`config.mk`:
```
export PLATFORM = sky130hd
export DESIGN_NAME = dmem_arbiter
export DESIGN_NICKNAME = d
export VERILOG_FILES = /design/src/rtl/dmem_arb_pkg.sv /design/src/rtl/dmem_arb_grant.sv /design/src/rtl/dmem_arbiter.sv
export SDC_FILE = /design/constraint.sdc
export NUM_CORES = 1
export LEC_CHECK = 0
export CORE_AREA = 8 8 112 114
export CTS_CLUSTER_DIAMETER = 30
export CTS_CLUSTER_SIZE = 20
export DETAILED_ROUTE_END_ITERATION = 8
export DIE_AREA = 0 0 120 122
export GPL_TIMING_DRIVEN = 0
export MAX_ROUTING_LAYER = met4
export PLACE_DENSITY = 0.61
export SLEW_MARGIN = 20
export SYNTH_ARGS = -nofsm -noshare
export SYNTH_HDL_FRONTEND = slang
export SYNTH_HIERARCHICAL = 1
export SYNTH_SLANG_ARGS = --single-unit
```
`constraint.sdc`:
```
create_clock -name clk -period 2.4 [get_ports clk]
set_input_delay 0.24 -clock clk [delete_from_list [all_inputs] [get_ports clk]]
set_output_delay 0.24 -clock clk [all_outputs]
set_load 0.005 [all_outputs]
```
`src/rtl/dmem_arb_pkg.sv`:
```
// Shared types and default widths for the two-port data-memory arbiter.
package dmem_arb_pkg;

    localparam int unsigned DEF_ADDR_WIDTH = 32;
    localparam int unsigned DEF_DATA_WIDTH = 32;
    localparam int unsigned NUM_PORTS      = 2;

    typedef enum logic [1:0] {
        ARB   = 2'd0,
        LOCK0 = 2'd1,
        LOCK1 = 2'd2
    } arb_state_e;

    typedef logic [0:0] port_id_t;

    function automatic port_id_t other_port(port_id_t p);
        return port_id_t'(~p);
    endfunction

endpackage

```
`src/rtl/dmem_arb_grant.sv`:
```
// Combinational one-hot grant selection for the data-memory arbiter.
// Round-robin among valid ports when DMEM_ARB_RR_EN is defined, else port 0 has fixed priority.
module dmem_arb_grant
    import dmem_arb_pkg::*;
(
    input  logic [NUM_PORTS-1:0] valid,
`ifdef DMEM_ARB_RR_EN
    input  port_id_t             ptr,
`endif
    input  arb_state_e           state,
    output logic [NUM_PORTS-1:0] grant_c
);

    always_comb begin
        grant_c = '0;
        case (state)
            LOCK0:   grant_c[0] = valid[0];
            LOCK1:   grant_c[1] = valid[1];
            default: begin
`ifdef DMEM_ARB_RR_EN
                // Contention goes to the pointer port; otherwise the lone requester wins.
                if (&valid) begin
                    grant_c[ptr] = 1'b1;
                end else begin
                    grant_c = valid;
                end
`else
                grant_c[0] = valid[0];
                grant_c[1] = valid[1] & ~valid[0];
`endif
            end
        endcase
    end

endmodule

```
`src/rtl/dmem_arbiter.sv`:
```
// Two-port arbiter in front of a single-ported data memory with lock ownership.
// Define DMEM_ARB_RR_EN for round-robin arbitration; default build is fixed priority (port 0 first).
module dmem_arbiter
    import dmem_arb_pkg::*;
#(
    parameter int unsigned ADDR_WIDTH = DEF_ADDR_WIDTH,
    parameter int unsigned DATA_WIDTH = DEF_DATA_WIDTH
) (
    input  logic                  clk,
    input  logic                  rstn,

    input  logic                  p0_req_valid,
    output logic                  p0_req_ready,
    input  logic                  p0_req_we,
    input  logic                  p0_req_lock,
    input  logic [ADDR_WIDTH-1:0] p0_req_addr,
    input  logic [DATA_WIDTH-1:0] p0_req_wdata,
    output logic                  p0_rsp_valid,
    output logic [DATA_WIDTH-1:0] p0_rsp_rdata,

    input  logic                  p1_req_valid,
    output logic                  p1_req_ready,
    input  logic                  p1_req_we,
    input  logic                  p1_req_lock,
    input  logic [ADDR_WIDTH-1:0] p1_req_addr,
    input  logic [DATA_WIDTH-1:0] p1_req_wdata,
    output logic                  p1_rsp_valid,
    output logic [DATA_WIDTH-1:0] p1_rsp_rdata,

    output logic [ADDR_WIDTH-1:0] addr,
    output logic [DATA_WIDTH-1:0] data_in,
    output logic                  wrEn,
    input  logic [DATA_WIDTH-1:0] data_out
);

    arb_state_e           state_q, state_d;
    logic                 rsp_vld_q, rsp_vld_d;
    port_id_t             rsp_port_q, rsp_port_d;
    logic                 rsp_rd_q, rsp_rd_d;
    logic [NUM_PORTS-1:0] valid_c;
    logic [NUM_PORTS-1:0] grant_c;
    logic [NUM_PORTS-1:0] acc_c;
    logic                 rsp_live_c;
`ifdef DMEM_ARB_RR_EN
    port_id_t             ptr_q, ptr_d;
`endif

    assign valid_c = {p1_req_valid, p0_req_valid};

    dmem_arb_grant u_grant (
        .valid   (valid_c),
`ifdef DMEM_ARB_RR_EN
        .ptr     (ptr_q),
`endif
        .state   (state_q),
        .grant_c (grant_c)
    );

    // Nothing is accepted while reset is held, so no stray memory write can slip through.
    assign acc_c        = grant_c & {NUM_PORTS{~rstn}};
    assign p0_req_ready = acc_c[0];
    assign p1_req_ready = acc_c[1];

    // Next state, ownership and response tracking.
    always_comb begin
        state_d    = state_q;
        rsp_vld_d  = 1'b0;
        rsp_port_d = port_id_t'(0);
        rsp_rd_d   = 1'b0;
`ifdef DMEM_ARB_RR_EN
        ptr_d      = ptr_q;
`endif
        if (acc_c[0]) begin
            state_d    = p0_req_lock ? LOCK0 : ARB;
            rsp_vld_d  = 1'b1;
            rsp_port_d = port_id_t'(0);
            rsp_rd_d   = ~p0_req_we;
`ifdef DMEM_ARB_RR_EN
            ptr_d      = other_port(port_id_t'(0));
`endif
        end else if (acc_c[1]) begin
            state_d    = p1_req_lock ? LOCK1 : ARB;
            rsp_vld_d  = 1'b1;
            rsp_port_d = port_id_t'(1);
            rsp_rd_d   = ~p1_req_we;
`ifdef DMEM_ARB_RR_EN
            ptr_d      = other_port(port_id_t'(1));
`endif
        end
    end

    always_ff @(posedge clk) begin
        if (rstn) begin
            state_q    <= ARB;
            rsp_vld_q  <= 1'b0;
            rsp_port_q <= port_id_t'(0);
            rsp_rd_q   <= 1'b0;
`ifdef DMEM_ARB_RR_EN
            ptr_q      <= port_id_t'(0);
`endif
        end else begin
            state_q    <= state_d;
            rsp_vld_q  <= rsp_vld_d;
            rsp_port_q <= rsp_port_d;
            rsp_rd_q   <= rsp_rd_d;
`ifdef DMEM_ARB_RR_EN
            ptr_q      <= ptr_d;
`endif
        end
    end

    // Memory-side mux of the granted request.
    always_comb begin
        addr    = '0;
        data_in = '0;
        wrEn    = 1'b0;
        if (acc_c[0]) begin
            addr    = p0_req_addr;
            data_in = p0_req_wdata;
            wrEn    = p0_req_we;
        end else if (acc_c[1]) begin
            addr    = p1_req_addr;
            data_in = p1_req_wdata;
            wrEn    = p1_req_we;
        end
    end

    // A response in flight when reset asserts is dropped.
    assign rsp_live_c   = rsp_vld_q & ~rstn;
    assign p0_rsp_valid = rsp_live_c & (rsp_port_q == port_id_t'(0));
    assign p1_rsp_valid = rsp_live_c & (rsp_port_q == port_id_t'(1));
    assign p0_rsp_rdata = (p0_rsp_valid & rsp_rd_q) ? data_out : '0;
    assign p1_rsp_rdata = (p1_rsp_valid & rsp_rd_q) ? data_out : '0;

endmodule

```
==> summary.md <==
| Metric | Value |
|---|---|
| Final Net Count | 661 |
| Failing checks | negative setup slack |
| First-pass GRT wire length | 17600 um |
| Startpoint types | flop |
| CP endpoint kind | primary output |
| Post-synthesis mux area share | 0.673% |
| Port Buf Inserts | 299 |
| Crit Path Class | reg2out |
| Sequential element share of the synthesized area | 6.73% |
| Pins Over Slew Limit | 0 |
| Sw frac | 26.7% |
| PwrDens | 179 nW/um^2 |
| Simple-Gate Fraction of Synth Area | 33.9% |
| Worst-path fanout max | 10 |
| Final Cycle Share | 103% |
| Register bit total from synthesis | 5 |
| Compound-gate portion of the synthesized area | 45.7% |
| # fillers | 1063 |
| Unique masters post-synth | 24 |
| Routed WL per cell | 18.9 um |
| Worst Setup Slack, final | -0.0666 ns |
| Clock Sinks | 5 |
| Final GP Congestion | 0.758 |
| Final Skew | 0.000900 ns |
| Num CTS Buffers | 3 |
| Clock network power share | 18.0% |
| Xor and xnor fraction of the mapped netlist area | 0% |
| Final wirelength | 11900 um |
| Largest family of logic cells by synthesized area | compound AO/OA/AOI/OAI gates |
| Core box area | 10700 um^2 |
| Status | complete, but fails checks |
| Largest net degree at the start of global routing | 11 |
| Final Hold Viols | 0 |
| Gate power share | 71.5% |
| Total number of vias | 2805 |
| Place WS | -0.299 ns |
| Die area | 14600 um^2 |
| # DRC | 0 |
| Setup violations, final | 45 |
| MaxCap Viol Count | 0 |
| Synth Instances | 187 |
| Detail Placement HPWL | 10500 um |
| Vias in the first global route | 3125 |
| Syn Nets | 356 |
| Maximum clock frequency | 0.405 GHz |
| Worst min path class | in2reg |
| LEAKAGE | 0.00193 uW |
| Design internal power | 630 uW |
| P&R area growth vs syn | 223% |
| Fin Hold WS | 0.277 ns |
| GRT Residual Overflow | 0 |
| Switching pwr | 230 uW |
| Crit path DAT | 2.23 ns |
| First-pass iteration count of the detailed router | 4 |
| Min cycle time layout | 2.47 ns |
| Hold Path Depth | 2 |
| Yosys top cell by area | a32o_1 |
| Slew @ Worst Pin | 0.441 ns |
| Layout cells sized above 1 | 7.33% |
| Clock Tree Buf Depth | 2 |
| DRT iter0 DRCs | 80 |
| RSZ-0062 raised after global routing | true |
| Syn_area_per_cell | 7.96 um^2 |
| Reg2Reg Depth | 8 |
| Maximum VDD drop | 0.0993 mV |
| Post-CTS Hold Buffers | 0 |
| DR vias/cell | 4.45 |
| TritonCTS clock tree | built |
| Sequential Power Share | 10.4% |
| Synthesized-area fraction occupied by adder cells | 0.841% |
| Die height | 122 um |
| Post-DRT Antenna Nets | 0 |
| Initial Utilization | 13.9% |
| CTS H-Tree Depth | 1 |
| Clock Root Buffer | clkbuf_8 |
| Ports | 301 |
| Synth top area share | 44.4% |
| Die Wd | 120 um |
| Num rows | 38 |
| Total GRT Usage | 15.4% |
| Req. time, crit path | 2.16 ns |
| Clock transition at path regs | 0.03 ns |
| Headroom to the max-slew limit | 70.6% |
| Main area contributors after synthesis | a32o_1 44%, and2_1 27%, dfxtp_1 6.7%, buf_2 3.4%, buf_6 2.3% |
| Ant. Diodes | 0 |
| Ys Warns | 6 |
| Worst-Skew Late Latency | 0.22 ns |
| Synthesized area | 1490 um^2 |
| Number of antenna violations at the first check in global routing | 0 |
[cell type report]
class                   count  area (um^2)  share of cell area, %
plain buffers              30          260                   5.42
clock buffers               4         45.0                  0.937
inverters                   3         11.3                  0.234
multi-input cells         149         1210                   25.3
flip-flops and latches      5          100                   2.08
well taps                 140          175                   3.64
repair buffers            300         3000                   62.4
[worst max-delay path, cell delays in order, from the launching register on]
cell and delay [ns]:
dfxtp_1 0.32, inv_1 0.05, ha_1 0.29, nand2b_1 0.16
a21boi_2 0.15, buf_6 0.17, buf_6 0.16, a32o_1 0.19
clkdlybuf4s50_1 0.52
[Yosys cell counts]
cell,n
mux2i_1,1
nor3b_1,1
a32o_1,66
buf_2,10
inv_1,3
and4b_1,1
a21boi_2,1
a21o_1,1
clkbuf_2,6
nor3_1,1
and2_1,65
nand2b_1,2
nor2_2,1
ha_1,1
buf_1,1
buf_4,4
nor2_1,2
and4bb_1,1
buf_6,3
nor4b_1,1
nor2b_1,3
and3b_1,1
clkbuf_1,6
dfxtp_1,5
[metal layers]
metal | global-route usage, % | part of all wire, % | wire, um
met1 | 17.0 | 39 | 4590
met2 | 27.3 | 52 | 6140
met3 | 4.67 | 9.1 | 1090
met4 | 2.42 | 0.76 | 90
met5 | - | 0 | 0
[state kept, by name, indices dropped and copies added, names as in the netlist]
name	count
rsp_rd_q	1
state_q	2
rsp_vld_q	1
rsp_port_q	1
[cell usage in the layout, fill, tap and decap left out]
| cell type | netlist | routed |
|---|---|---|
| a21boi_2 | 1 | 1 |
| a21o_1 | 1 | 1 |
| a32o_1 | 66 | 66 |
| and2_1 | 65 | 65 |
| and3b_1 | 1 | 1 |
| and4b_1 | 1 | 1 |
| and4bb_1 | 1 | 1 |
| buf_1 | 1 | 1 |
| buf_12 | 0 | 1 |
| buf_2 | 10 | 6 |
| buf_4 | 4 | 6 |
| buf_6 | 3 | 3 |
| buf_8 | 0 | 1 |
| clkbuf_1 | 6 | 1 |
| clkbuf_2 | 6 | 6 |
| clkbuf_4 | 0 | 1 |
| clkbuf_8 | 0 | 9 |
| clkdlybuf4s50_1 | 0 | 278 |
| dfxtp_1 | 5 | 5 |
| dlygate4sd2_1 | 0 | 14 |
| dlymetal6s2s_1 | 0 | 7 |
| ha_1 | 1 | 1 |
| inv_1 | 3 | 3 |
| mux2i_1 | 1 | 1 |
| nand2b_1 | 2 | 2 |
| nor2_1 | 2 | 2 |
| nor2_2 | 1 | 1 |
| nor2b_1 | 3 | 2 |
| nor2b_4 | 0 | 1 |
| nor3_1 | 1 | 1 |
| nor3b_1 | 1 | 1 |
| nor4b_1 | 1 | 1 |
[power by group through the flow]
stage,clock network [uW],registers [uW],logic (uW)
floorplan,0,90.5,154
global placement,0,90.9,602
detailed placement,0,91.1,607
CTS,159,89.9,623
global route,167,90.2,659
finish,155,89.9,616
[kinds of logic after synthesis]
group           count (synthesis)
simple gates                   79
compound gates                 68
buf+inv                        33
flops                           5
mux                             1
fa+ha+maj                       1
[final timing paths]
check        slack (ns)                 endpoint                     from
max reg2reg        0.74  state_q[1]$_SDFFE_PP0P_  state_q[0]$_SDFFE_PP0P_
min reg2reg        0.54  state_q[1]$_SDFFE_PP0P_  state_q[1]$_SDFFE_PP0P_
max               -0.07               data_in[7]  state_q[0]$_SDFFE_PP0P_
min                0.28     rsp_vld_q$_SDFF_PP0_                     rstn
[timing repair]
item / 4_1_cts / 5_1_grt
endpoints found under the hold margin: 0 / 0
gates cloned: 0 / 0
setup endpoints to repair: 67 / 53
setup buffers: 1 / 0
gates resized for setup: 40 / 10
[through the flow]
stage | std cells | utilization, % | cell area, um^2 | setup TNS, ns | power (uW)
5_1_grt | 631 | 44.9 | 4810 | -6.87 | 916
2_1_floorplan | 187 | - | 1490 | 0 | 244
3_5_place_dp | 626 | 43.5 | 4660 | -14.12 | 698
4_1_cts | 631 | 44.7 | 4780 | -3.70 | 873
3_3_place_gp | 626 | 43.5 | 4660 | -12.90 | 693
6_report | 631 | 44.9 | 4810 | -2.11 | 860
No activity file was read; power rests on OpenSTA's default activity.
